### config.mk
export PLATFORM = sky130hd
export DESIGN_NAME = bullet_pool_flat
export DESIGN_NICKNAME = d
export VERILOG_FILES = /design/src/rtl/bullet_pool_if.sv /design/src/rtl/bullet_pool.sv /design/src/flat_wrapper.sv
export SDC_FILE = /design/constraint.sdc
export NUM_CORES = 1
export LEC_CHECK = 0
export ABC_AREA = 1
export BUFFER_PORTS_ARGS = -buffer_cell sky130_fd_sc_hd__buf_4
export CORE_MARGIN = 2
export CORE_UTILIZATION = 25
export CTS_BUF_LIST = sky130_fd_sc_hd__clkbuf_16
export CTS_CLUSTER_DIAMETER = 100
export DETAILED_ROUTE_END_ITERATION = 12
export PLACE_DENSITY = 0.46
export SYNTH_ARGS = -nofsm -noshare
export SYNTH_HDL_FRONTEND = slang
export SYNTH_SLANG_ARGS = --single-unit
### constraint.sdc
create_clock -name clk -period 3.45 [get_ports clk]
set_input_delay 0.69 -clock clk [delete_from_list [all_inputs] [get_ports clk]]
set_output_delay 0.69 -clock clk [all_outputs]
set_load 0.005 [all_outputs]
### src/rtl/bullet_pool_if.sv
// Bus between the game top level and bullet_pool: fire control, per-slot
// state readback and VGA beam hit flags. NB must match the pool's NB.
interface bullet_pool_if #(
    parameter int NB = 4
);
    logic              clk_en;
    logic              fire_re;
    logic              fire_lvl;
    logic [1:0]        scene;
    logic [8:0]        player_X;
    logic [NB-1:0]     hit;
    logic [8:0]        H_pos;
    logic [8:0]        V_pos;
    logic [9*NB-1:0]   X;
    logic [9*NB-1:0]   Y;
    logic [NB-1:0]     active;
    logic [NB-1:0]     bullet_s;
    logic              any_s;
    logic              fired;
    logic              dropped;

    modport master (
        output clk_en, fire_re, fire_lvl, scene, player_X, hit, H_pos, V_pos,
        input  X, Y, active, bullet_s, any_s, fired, dropped
    );

    modport slave (
        input  clk_en, fire_re, fire_lvl, scene, player_X, hit, H_pos, V_pos,
        output X, Y, active, bullet_s, any_s, fired, dropped
    );
endinterface

### src/rtl/bullet_pool.sv
// Pool of NB player bullets: allocate on fire, move up on game ticks, retire on
// hit or top of screen, beam-hit flags. Optional: BULLET_POOL_AUTOFIRE_EN.
module bullet_pool #(
    parameter int NB       = 4,
    parameter int SPAWN_Y  = 213,
    parameter int X_OFS    = 7,
    parameter int SPEED    = 2,
    parameter int SIZE     = 2,
    parameter int COOLDOWN = 8
) (
    input  logic          clk,
    input  logic          rst_n,
    bullet_pool_if.slave  bus
);
    localparam int CW = (COOLDOWN < 2) ? 1 : $clog2(COOLDOWN + 1);
    localparam logic [8:0]    SPAWN_V = 9'(SPAWN_Y);
    localparam logic [8:0]    X_OFS_V = 9'(X_OFS);
    localparam logic [8:0]    SPEED_V = 9'(SPEED);
    localparam logic [9:0]    SIZE_V  = 10'(SIZE);
    localparam logic [CW-1:0] CD_LOAD = CW'(COOLDOWN);

    logic [8:0]    x_q [NB];
    logic [8:0]    y_q [NB];
    logic [NB-1:0] active_q;
    logic [CW-1:0] cd_q;
    logic          fired_q;
    logic          dropped_q;

    logic          live;
    logic          cd_zero;
    logic          fire_req;
    logic          found;
    logic          accept;
    logic          refuse;
    logic [NB-1:0] alloc_oh;
    logic [NB-1:0] hit_v;

    assign live    = (bus.scene == 2'd1);
    assign cd_zero = (cd_q == '0);

`ifdef BULLET_POOL_AUTOFIRE_EN
    // Held button fires on every tick once the cooldown has run out.
    assign fire_req = bus.fire_re | (bus.clk_en & bus.fire_lvl & cd_zero);
`else
    logic unused_fire_lvl;
    assign unused_fire_lvl = bus.fire_lvl;
    assign fire_req        = bus.fire_re;
`endif

    // Lowest-index slot that was free at the start of the cycle.
    always_comb begin
        // NOTE: every always_comb output gets a default first, so no path can infer a latch.
        alloc_oh = '0;
        found    = 1'b0;
        for (int i = 0; i < NB; i++) begin
            if (!active_q[i] && !found) begin
                alloc_oh[i] = 1'b1;
                found       = 1'b1;
            end
        end
    end

    assign accept = live & fire_req & cd_zero & found;
    assign refuse = live & fire_req & ~accept;
    assign hit_v  = bus.hit & active_q;

    always_ff @(posedge clk or negedge rst_n) begin
        // NOTE: the slot array is a handful of registers, not a RAM, so it is reset with everything else.
        if (!rst_n) begin
            for (int i = 0; i < NB; i++) begin
                x_q[i] <= '0;
                y_q[i] <= '0;
            end
            active_q  <= '0;
            cd_q      <= '0;
            fired_q   <= 1'b0;
            dropped_q <= 1'b0;
        end else begin
            // NOTE: state registers use non-blocking assignments so every slot sees pre-edge values.
            for (int i = 0; i < NB; i++) begin
                if (!live || hit_v[i]) begin
                    active_q[i] <= 1'b0;
                    x_q[i]      <= '0;
                    y_q[i]      <= '0;
                end else if (accept && alloc_oh[i]) begin
                    active_q[i] <= 1'b1;
                    x_q[i]      <= bus.player_X + X_OFS_V;
                    y_q[i]      <= SPAWN_V;
                end else if (bus.clk_en && active_q[i]) begin
                    // Retire instead of letting Y wrap past the top of the screen.
                    if (y_q[i] < SPEED_V) begin
                        active_q[i] <= 1'b0;
                        x_q[i]      <= '0;
                        y_q[i]      <= '0;
                    end else begin
                        y_q[i] <= y_q[i] - SPEED_V;
                    end
                end
            end

            if (!live)
                cd_q <= '0;
            else if (accept)
                cd_q <= CD_LOAD;
            else if (bus.clk_en && !cd_zero)
                cd_q <= cd_q - CW'(1);

            fired_q   <= accept;
            dropped_q <= refuse;
        end
    end

    logic [9*NB-1:0] x_flat;
    logic [9*NB-1:0] y_flat;
    logic [NB-1:0]   beam_in;

    // Beam compares are widened to 10 bits so X+SIZE cannot wrap.
    always_comb begin
        x_flat  = '0;
        y_flat  = '0;
        beam_in = '0;
        for (int i = 0; i < NB; i++) begin
            x_flat[9*i +: 9] = x_q[i];
            y_flat[9*i +: 9] = y_q[i];
            beam_in[i] = active_q[i]
                && ({1'b0, bus.H_pos} >= {1'b0, x_q[i]})
                && ({1'b0, bus.H_pos} <  ({1'b0, x_q[i]} + SIZE_V))
                && ({1'b0, bus.V_pos} >= {1'b0, y_q[i]})
                && ({1'b0, bus.V_pos} <  ({1'b0, y_q[i]} + SIZE_V));
        end
    end

    assign bus.X        = x_flat;
    assign bus.Y        = y_flat;
    assign bus.active   = active_q;
    assign bus.bullet_s = beam_in;
    assign bus.any_s    = |beam_in;
    assign bus.fired    = fired_q;
    assign bus.dropped  = dropped_q;
endmodule

### src/flat_wrapper.sv
// flat-port wrapper written by rule: the top's interface ports become plain ports
module bullet_pool_flat 
#(
    parameter int NB       = 4,
    parameter int SPAWN_Y  = 213,
    parameter int X_OFS    = 7,
    parameter int SPEED    = 2,
    parameter int SIZE     = 2,
    parameter int COOLDOWN = 8
)
  (clk, rst_n, bus_clk_en, bus_fire_re, bus_fire_lvl, bus_scene, bus_player_X, bus_hit, bus_H_pos, bus_V_pos, bus_X, bus_Y, bus_active, bus_bullet_s, bus_any_s, bus_fired, bus_dropped);
  bullet_pool_if #(.NB(NB)) bus_i ();
  input  logic clk;
  input  logic rst_n;
  input wire logic [$bits(bus_i.clk_en)-1:0] bus_clk_en;
  input wire logic [$bits(bus_i.fire_re)-1:0] bus_fire_re;
  input wire logic [$bits(bus_i.fire_lvl)-1:0] bus_fire_lvl;
  input wire logic [$bits(bus_i.scene)-1:0] bus_scene;
  input wire logic [$bits(bus_i.player_X)-1:0] bus_player_X;
  input wire logic [$bits(bus_i.hit)-1:0] bus_hit;
  input wire logic [$bits(bus_i.H_pos)-1:0] bus_H_pos;
  input wire logic [$bits(bus_i.V_pos)-1:0] bus_V_pos;
  output wire logic [$bits(bus_i.X)-1:0] bus_X;
  output wire logic [$bits(bus_i.Y)-1:0] bus_Y;
  output wire logic [$bits(bus_i.active)-1:0] bus_active;
  output wire logic [$bits(bus_i.bullet_s)-1:0] bus_bullet_s;
  output wire logic [$bits(bus_i.any_s)-1:0] bus_any_s;
  output wire logic [$bits(bus_i.fired)-1:0] bus_fired;
  output wire logic [$bits(bus_i.dropped)-1:0] bus_dropped;
  assign bus_i.clk_en = bus_clk_en;
  assign bus_i.fire_re = bus_fire_re;
  assign bus_i.fire_lvl = bus_fire_lvl;
  assign bus_i.scene = bus_scene;
  assign bus_i.player_X = bus_player_X;
  assign bus_i.hit = bus_hit;
  assign bus_i.H_pos = bus_H_pos;
  assign bus_i.V_pos = bus_V_pos;
  assign bus_X = bus_i.X;
  assign bus_Y = bus_i.Y;
  assign bus_active = bus_i.active;
  assign bus_bullet_s = bus_i.bullet_s;
  assign bus_any_s = bus_i.any_s;
  assign bus_fired = bus_i.fired;
  assign bus_dropped = bus_i.dropped;
  bullet_pool #(.NB(NB), .SPAWN_Y(SPAWN_Y), .X_OFS(X_OFS), .SPEED(SPEED), .SIZE(SIZE), .COOLDOWN(COOLDOWN)) u_core (.clk(clk), .rst_n(rst_n), .bus(bus_i));
endmodule
==> results of run 1 <==
-- power by group through the flow --
stage                     Clock [mW]  Sequential [mW]  Combinational (mW)
after floorplan                    0             1.27                1.93
after global placement             0             1.31                2.80
after detailed placement           0             1.31                2.82
after CTS                      0.973             1.29                2.88
after global routing            1.01             1.32                3.44
final                          0.935             1.29                3.01
-- final timing paths --
| path | from | endpoint | slack [ns] | depth (start not counted) |
|---|---|---|---|---|
| max reg2reg | u_core.cd_q[0] | u_core.bus.X[11] | 0.97 | 11 |
| min in group clk | u_core.bus.X[18] | u_core.bus.X[18] | 0.53 | 2 |
| min | rst_n | u_core.bus.X[1] | 0.35 | 1 |
| min reg2reg | u_core.bus.X[18] | u_core.bus.X[18] | 0.53 | 2 |
| max in group asynchronous | rst_n | u_core.bus.Y[19] | 2.35 | 2 |
| max | u_core.bus.Y[28] | bus_any_s | 0.1 | 14 |
-- critical path, delay by kind of cell (launching register included) --
kind                     cells  cell delay [ns]
AND/OR/NAND/NOR              9             0.92
flip-flops                   1             0.40
buffers and inverters        1             0.11
adder cells (fa/ha/maj)      2             0.52
AO/OA/AOI/OAI                1             0.15
XOR/XNOR                     1             0.22
-- per-stage QoR --
stage	std cells	TNS, ns	hold WS, ns
3_3_place_gp	1668	0	0.5123
2_1_floorplan	1108	0	0.3944
6_report	1714	0	0.3508
5_1_grt	1714	-0.1209	0.4031
3_5_place_dp	1668	0	0.5129
4_1_cts	1689	0	0.3834
-- kinds of logic (layout without fill, tap and decap cells) --
| kind of cell | count (synthesis) | after routing | synth area share |
|---|---|---|---|
| and+or+nand+nor | 487 | 487 | 0.2684 |
| xor gates and xnor gates | 52 | 52 | 0.05564 |
| adders and majority gates | 150 | 150 | 0.2293 |
| AOI/OAI and AO/OA | 178 | 178 | 0.1253 |
| DFF | 78 | 78 | 0.2385 |
| buffers and inverters | 163 | 327 | 0.08285 |
-- Yosys cell counts, drive strengths merged (3+ instances only) --
master / instances / share of area
nand2: 250 / 0.12
ha: 150 / 0.23
inv: 146 / 0.067
nor2: 91 / 0.044
dfrtp: 78 / 0.24
nand3: 74 / 0.051
a21oi: 71 / 0.046
o21ai: 61 / 0.041
xor2: 42 / 0.045
nor3: 32 / 0.021
o22ai: 17 / 0.013
nand3b: 16 / 0.015
nand4: 16 / 0.012
buf: 12 / 0.013
o21a: 10 / 0.0092
o21bai: 10 / 0.0092
xnor2: 10 / 0.011
a21o: 3 / 0.0028
a31oi: 3 / 0.0023
clkbuf: 3 / 0.0014
nor4: 3 / 0.0023
or2: 3 / 0.0023
-- what timing repair did --
action | 4_1_cts | 5_1_grt
setup endpoints to repair | 5 | 5
gates cloned | 0 | 0
pin swaps | 1 | 7
setup buffers | 5 | 25
gates resized for setup | 18 | 51
-- layout make-up --
cell class / instances / area share
Multi-Input combinational cell: 867 / 0.5564
Timing Repair Buffer: 163 / 0.1197
Clock inverter: 7 / 0.004123
Tap cell: 442 / 0.05360
Inverter: 148 / 0.05409
Clock buffer: 9 / 0.02183
Sequential cell: 78 / 0.1903
-- sequential cells by signal (all words and copies together), names as in the netlist --
| register | count |
|---|---|
| u_core.bus.X | 36 |
| u_core.bus.dropped | 1 |
| u_core.bus.Y | 32 |
| u_core.bus.fired | 1 |
| u_core.cd_q | 4 |
| u_core.bus.active | 4 |
-- layer usage --
| layer | wire [um] | up-vias | GRT usage |
|---|---|---|---|
| met5 | 0 | - | 0 |
| met4 | 602 | 0 | 0.04698 |
| met3 | 1436 | 32 | 0.03677 |
| met2 | 12010 | 173 | 0.2593 |
| met1 | 12470 | 3553 | 0.2025 |
| li1 | - | 4028 | - |
==> impl_metrics.json, run 1 <==
{
  "gp_congestion": 0.8364,
  "worstPathCellList": "ha_1 -> nand3_2 -> nor2_2 -> xor2_1 -> ha_1 -> a21oi_1 -> nand3b_1 -> nand2_1 -> nor2_1 -> nand2_1 -> nor2_2 -> nor2_1 -> nand2_1 -> buf_6",
  "slowest_delay_ns": 0.40,
  "leakage_nw": 4.920,
  "yosys.cell_types.count": 42,
  "final_common_cell": "nand2_1",
  "grt_overflow_total": 0,
  "clkSinkCount": 78,
  "setup_slack_ns": 0.09822,
  "yosys_warnings": 0,
  "cts-root-buf": "clkbuf_16",
  "nFillCells": 3558,
  "worstSetupStartpointType": "flop",
  "power_switching_mw": 2.421,
  "synth-main-ff-cell": "dfrtp_1",
  "grt_use_total": 0.1569,
  "rows": 66,
  "ios": 121,
  "avgViaCountPerCell": 4.543,
  "design_area_mm2": 0.01032,
  "cts_tree": "yes",
  "synth_edf_count": 0,
  "netlist_instances": 1108,
  "finalCritPeriodShare": 0.9715,
  "clkPwrFrac": 0.179,
  "ys_seq_elements": 78,
  "path_max_fanout": 4,
  "drc_errors": 0,
  "post_drt_wl_per_cell_um": 15.47,
  "grt_pass1_wl_um": 41010,
  "antenna_left": 0,
  "endpoint_kind": "output port",
  "critPathSlowestCell": "dfrtp_2",
  "grt_setup_unrepaired": "yes",
  "ctsHoldBuffers": 0,
  "dieWidth_um": 184.9,
  "layout.nets": 1455,
  "clkTransAtPathRegs_ns": 0.07,
  "grt_pass1_vias": 7414,
  "drt-initial-drc-count": 323,
  "crit_required_ns": 2.76,
  "fin_util": 0.3187,
  "regArea_mm2": 0.001963,
  "die-area_mm2": 0.03420,
  "netlist_area_mm2": 0.008185,
  "criticalPathCategory": "reg -> out",
  "hold_class": "in -> async",
  "setup_viol": 0,
  "core-area_mm2": 0.03237,
  "clock_path_buffers": 2,
  "place_area_mm2": 0.009617,
  "avgSynthCellArea_um2": 7.388,
  "drt-total-wl_um": 26520,
  "arrival_ns": 2.66,
  "skew_ns": 0.006437,
  "worstMarginPinSlew_ns": 0.6952,
  "period_minus_slack_ns": 3.352,
  "num_antenna_cells": 0,
  "htree_levels": 3,
  "cts_buffers": 9,
  "seq_area_frac_synth": 0.2385,
  "most-common-layout-cells": "234 x nand2_1, 160 x buf_4, 148 x ha_1",
  "p_per_area_mw_per_mm2": 507.0,
  "grt_max_degree": 49,
  "drive_gt1_frac": 0.2162,
  "place_ws_ns": 0.2606,
  "swShare": 0.4629,
  "dieHeight_um": 184.9,
  "drv_cap": 0,
  "dp_hpwl_um": 20920,
  "drt-pass1-iter-count": 4,
  "p_int_mw": 2.809,
  "path_common_cell": "nand2_1",
  "clk_latency_ns": 0.36,
  "mappedNetlistNets": 1296,
  "max_freq_mhz": 298.3,
  "syn_to_final_growth_pct": 26.05,
  "antenna_found_initial": 0,
  "seqPwrFrac": 0.246,
  "io_buffers": 119,
  "async_reset_ff_frac": 1.000,
  "report.final.slew_viol_count": 0,
  "p_comb_frac": 0.575,
  "multi_input_area_mm2": 0.005741,
  "status": "completed",
  "hold_violations": 0,
  "slew_headroom": 0.5366,
  "start_util": 0.2529,
  "peakVddDrop_v": 0.0002482,
  "via_count": 7786,
  "power_mw": 5.231
}
Note: power is estimated with default switching activity, not from simulation.
==> run 2, diff against run 1 <==
--- a/config.mk
+++ b/config.mk
@@ -13,6 +13,7 @@
 export CTS_CLUSTER_DIAMETER = 100
 export DETAILED_ROUTE_END_ITERATION = 12
 export PLACE_DENSITY = 0.46
+export SETUP_SLACK_MARGIN = 0.15
 export SYNTH_ARGS = -nofsm -noshare
 export SYNTH_HDL_FRONTEND = slang
 export SYNTH_SLANG_ARGS = --single-unit
==> run 2 against run 1 <==
  * Sequential share of layout area down 0.22 points
  * Via count up 0.67%
  * Clock skew about the same
  * Non-clock buffer count up 5
  * Utilization up 0.32 points
  * Register-to-register slack about the same
  * Critical path depth unchanged
  * Routed wire length up 0.18%
  * Critical endpoint unchanged
  * Clock power down 0.4%
==> impl_metrics.json, run 2 (synthesis gave the netlist of run 1 again) <==
{
  "status": "completed",
  "grtUsageMet2": 0.2661,
  "drc_errors": 0,
  "setup_viol": 0,
  "worstMarginPinSlew_ns": 0.7162,
  "start_util": 0.2529,
  "regArea_mm2": 0.001961,
  "cts_buffers": 9,
  "final_common_cell": "nand2_1",
  "drv_cap": 0,
  "dieHeight_um": 184.9,
  "peakVddDrop_v": 0.0002576,
  "crit_required_ns": 2.76,
  "clkTransAtPathRegs_ns": 0.07,
  "path_max_fanout": 4,
  "multi_input_area_mm2": 0.005811,
  "syn_to_final_growth_pct": 27.33,
  "max_freq_mhz": 303.5,
  "grt_max_degree": 49,
  "clkSinkCount": 78,
  "avgViaCountPerCell": 4.560,
  "cts_tree": "yes",
  "drive_gt1_frac": 0.2279,
  "skew_ns": 0.006331,
  "drt-pass1-iter-count": 4,
  "largest_reg_flops": 36,
  "num_antenna_cells": 0,
  "drt-initial-drc-count": 337,
  "nFillCells": 3550,
  "core-area_mm2": 0.03237,
  "clock_path_buffers": 2,
  "grt_use_total": 0.1586,
  "grt_setup_unrepaired": "yes",
  "drt-total-wl_um": 26570,
  "r2r-end": "u_core.bus.X[17]",
  "grt_util_met1": 0.2030,
  "p_per_area_mw_per_mm2": 502.0,
  "dp_hpwl_um": 20920,
  "grt_overflow_total": 0,
  "dieWidth_um": 184.9,
  "period_minus_slack_ns": 3.295,
  "slew_headroom": 0.5225,
  "cts-root-buf": "clkbuf_16",
  "gp_congestion": 0.8364,
  "setup_slack_ns": 0.1554,
  "use_met3": 0.03657,
  "antenna_left": 0,
  "post_drt_wl_per_cell_um": 15.45,
  "report.final.slew_viol_count": 0,
  "rows": 66,
  "design_area_mm2": 0.01042,
  "hold_class": "in -> async",
  "ios": 121,
  "criticalPathCategory": "reg -> out",
  "finalCritPeriodShare": 0.9550,
  "hold_ws_ns": 0.3525,
  "io_buffers": 119,
  "power_mw": 5.232,
  "place_area_mm2": 0.009617,
  "die-area_mm2": 0.03420,
  "grt_busiest_layer": "met2",
  "via_count": 7838,
  "place_ws_ns": 0.2606,
  "grt_pass1_wl_um": 41560,
  "leakage_nw": 4.952,
  "htree_levels": 3,
  "clk_latency_ns": 0.36,
  "fin_setup_tns_ns": 0,
  "ctsHoldBuffers": 0,
  "most-common-layout-cells": "232 x nand2_1, 165 x buf_4, 145 x ha_1",
  "worstSetupStartpointType": "flop",
  "layout.nets": 1460,
  "rrSetupSlack_ns": 0.96,
  "arrival_ns": 2.60,
  "rr_worst_depth": 11,
  "grt_pass1_vias": 7527,
  "endpoint_kind": "output port",
  "hold_violations": 0,
  "antenna_found_initial": 0,
  "reg2reg_from": "u_core.cd_q[0]"
}
## run 2: cell count changes in the layout (fill, tap and decap cells not counted), sizes merged
cell | before | now
buf | 163 | 168
## run 2: worst max-delay path by stage
| stage | to | slack (ns) | start |
|---|---|---|---|
| 2_1_floorplan | bus_any_s | 0.70 | u_core.bus.X[3] |
| 3_3_place_gp | bus_bullet_s[0] | 0.28 | u_core.bus.X[3] |
| 3_5_place_dp | bus_bullet_s[0] | 0.26 | u_core.bus.X[3] |
| 4_1_cts | bus_bullet_s[0] | 0.13 | u_core.bus.X[1] |
| 5_1_grt | bus_any_s | -0.1 | u_core.bus.Y[11] |
| 6_report | bus_any_s | 0.16 | u_core.bus.Y[11] |
## run 2: per-stage QoR
step	instances	utilization
4_1_cts	1712	0.3170
3_5_place_dp	1668	0.2971
5_1_grt	1719	0.3220
6_report	1719	0.3220
2_1_floorplan	1108	-
3_3_place_gp	1668	0.2971
## run 2: per-layer routing
layer | wire, um | part of all wire
met1 | 12390 | 0.47
met2 | 12180 | 0.46
met3 | 1438 | 0.054
met4 | 560 | 0.021
met5 | 0 | 0
## run 2: layout make-up
cell class / instances / area share
Inverter: 148 / 0.05354
Tap cell: 442 / 0.05306
Sequential cell: 78 / 0.1881
Multi-Input combinational cell: 867 / 0.5575
Timing Repair Buffer: 168 / 0.1221
Clock buffer: 9 / 0.02161
Clock inverter: 7 / 0.004082
## run 2: report_power, final
group | leakage (nW) | switching (mW) | internal (mW)
Combinational | 3.77 | 1.77 | 1.25
Sequential | 1.06 | 0.208 | 1.07
Clock | 0.122 | 0.448 | 0.482
## run 2: critical path, cell delays in order, from the launching register on
cell      delay, ns
dfrtp_1        0.40
ha_1           0.21
nand3_2        0.12
nor2_2         0.17
xor2_1         0.17
ha_1           0.26
a21oi_1        0.13
nand3b_1       0.12
nand2_1        0.06
nor2_1         0.13
nand2_2        0.10
nor2_4         0.14
nor2_1         0.05
nand2_1        0.07
buf_6          0.11
## run 2: what timing repair did
action / CTS / global route
endpoints found under the hold margin: 0 / 0
buffers inserted: 28 / 7
setup endpoints to repair: 5 / 5
gates resized for setup: 49 / 35
pin swaps: 13 / 23
==> run 3, diff against run 2 <==
--- a/config.mk
+++ b/config.mk
@@ -8,11 +8,11 @@
 export ABC_AREA = 1
 export BUFFER_PORTS_ARGS = -buffer_cell sky130_fd_sc_hd__buf_4
 export CORE_MARGIN = 2
-export CORE_UTILIZATION = 25
+export CORE_UTILIZATION = 59
 export CTS_BUF_LIST = sky130_fd_sc_hd__clkbuf_16
 export CTS_CLUSTER_DIAMETER = 100
 export DETAILED_ROUTE_END_ITERATION = 12
-export PLACE_DENSITY = 0.46
+export PLACE_DENSITY = 0.92
 export SETUP_SLACK_MARGIN = 0.15
 export SYNTH_ARGS = -nofsm -noshare
 export SYNTH_HDL_FRONTEND = slang
==> run 3 against run 2 <==
  * The flow now finishes with violations (setup timing)
  * Combinational power hardly changed
  * Utilization is 41 points higher
  * Critical path depth is 2 higher
  * Register-to-register slack worse by 0.29 ns
  * Routed wire length is 5.9% lower
  * Sequential power hardly changed
  * Sequential cell count stayed put
  * Cell count is 16% lower
  * Hold slack better by 0.10 ns
  * Clock skew is 0.0019 ns higher
  * Highest routed layer unchanged
==> impl_metrics.json, run 3 (synthesis gave the netlist of run 1 again) <==
{
  "clkPwrFrac": 0.184,
  "swShare": 0.4583,
  "syn_to_final_growth_pct": 22.94,
  "p_per_area_mw_per_mm2": 527.1,
  "post_drt_wl_per_cell_um": 17.26,
  "grt_max_degree": 79,
  "drt-initial-drc-count": 869,
  "largest_reg_flops": 36,
  "final_common_cell": "nand2_1",
  "num_antenna_cells": 0,
  "power_switching_mw": 2.431,
  "grt_use_total": 0.3204,
  "antenna_found_initial": 0,
  "hold_violations": 0,
  "drt-pass1-iter-count": 5,
  "crit_end": "bus_any_s",
  "arrival_ns": 2.78,
  "grt_setup_unrepaired": "yes",
  "p_comb_frac": 0.573,
  "dp_hpwl_um": 17220,
  "seqPwrFrac": 0.244,
  "ios": 121,
  "drive_gt1_frac": 0.2334,
  "hold_ws_ns": 0.4543,
  "dieHeight_um": 121.8,
  "finalCritPeriodShare": 1.006,
  "drc_errors": 0,
  "power_mw": 5.304,
  "dieWidth_um": 121.8,
  "hold_class": "in -> async",
  "ctsHoldBuffers": 0,
  "gp_congestion": 0.9561,
  "setup_slack_ns": -0.02165,
  "p_int_mw": 2.873,
  "start_util": 0.5966,
  "htree_levels": 3,
  "rr_worst_depth": 10,
  "cp-startpoint": "u_core.bus.X[3]",
  "cts-root-buf": "clkbuf_16",
  "status": "complete, but fails checks",
  "most-common-layout-cells": "228 x nand2_1, 159 x buf_4, 143 x ha_1",
  "fin_setup_tns_ns": -0.02165,
  "skew_ns": 0.008236,
  "rows": 43,
  "r2r-end": "u_core.bus.X[2]",
  "crit_required_ns": 2.76,
  "worstSetupStartpointType": "flop",
  "core-area_mm2": 0.01372,
  "path_max_fanout": 3,
  "clock_path_buffers": 2,
  "grt_pass1_vias": 8189,
  "clk_latency_ns": 0.36,
  "avgViaCountPerCell": 6.019,
  "clkTransAtPathRegs_ns": 0.06,
  "setup_viol": 1,
  "worstMarginPinSlew_ns": 1.069,
  "via_count": 8716,
  "grt_pass1_wl_um": 37890,
  "period_minus_slack_ns": 3.472,
  "drt-total-wl_um": 24990,
  "place_ws_ns": 0.2897,
  "report.final.slew_viol_count": 0,
  "peakVddDrop_v": 0.0006148,
  "layout.nets": 1452,
  "leakage_nw": 4.942,
  "grt_overflow_total": 0,
  "violations": "setup timing",
  "cts_tree": "yes",
  "criticalPathCategory": "reg -> out",
  "max_freq_mhz": 288.0,
  "io_buffers": 119,
  "reg2reg_from": "u_core.cd_q[0]",
  "drv_cap": 0,
  "endpoint_kind": "output port",
  "clkSinkCount": 78,
  "slew_headroom": 0.2874,
  "rrSetupSlack_ns": 0.67,
  "cts_buffers": 9,
  "die-area_mm2": 0.01483,
  "fin_util": 0.7335,
  "antenna_left": 0
}
## run 3: critical path, stage by stage (launching register included)
cell and delay (ns):
dfrtp_1 0.41, inv_2 0.10, nor3_4 0.26, nand3_2 0.17, nor3_4 0.20, xor2_1 0.17
ha_1 0.28, nand3_1 0.10, nand2_1 0.06, inv_1 0.08, nand2_2 0.07, nor2_4 0.10
nand3_2 0.08, nor2_2 0.11, nor2_1 0.05, nand2_1 0.07, buf_4 0.11
## run 3: area by class of cell
cell class / instances / area, um^2
clock buffer: 9 / 225.2
clock inverter: 6 / 62.56
fill: 961 / 3656
inverter: 148 / 558.0
multi-input combinational: 867 / 5823
sequential: 78 / 1964
tap: 180 / 225.2
timing repair buffer: 160 / 1205
## run 3: per-stage QoR
stage          cells  area, um^2
4_1_cts         1429        9724
2_1_floorplan   1108        8185
5_1_grt         1448       10060
3_3_place_gp    1396        9214
6_report        1448       10060
3_5_place_dp    1396        9214
## run 3: power by group through the flow
stage                     sequential, mW  clock, mW  combinational [mW]
after detailed placement            1.30          0                2.72
final                               1.29      0.975                3.04
after CTS                           1.28      0.973                2.85
after floorplan                     1.27          0                1.93
after global routing                1.31       1.01                3.39
after global placement              1.30          0                2.60
## run 3: layer usage
| layer | share of wire | vias up | track usage |
|---|---|---|---|
| met2 | 0.50 | 494 | 0.5642 |
| met4 | 0.051 | 0 | 0.1545 |
| met1 | 0.37 | 4066 | 0.3720 |
| met5 | 0 | - | 0 |
| li1 | - | 4024 | - |
| met3 | 0.082 | 132 | 0.06273 |
## run 3: repair_timing
| item | 4_1_cts | 5_1_grt |
|---|---|---|
| buffers inserted | 18 | 19 |
| resized for setup | 29 | 67 |
| pin swaps | 5 | 32 |
| setup endpoints to repair | 5 | 5 |
## run 3: worst min-delay path by stage
stage	cells after the start	endpoint	start
global route	2	u_core.bus.X[18]	u_core.bus.X[18]
floorplan	0	u_core.bus.X[0]	rst_n
finish	1	u_core.bus.Y[7]	rst_n
detailed placement	2	u_core.bus.X[9]	u_core.bus.X[9]
CTS	2	u_core.bus.X[18]	u_core.bus.X[18]
global placement	2	u_core.bus.X[13]	u_core.bus.X[13]
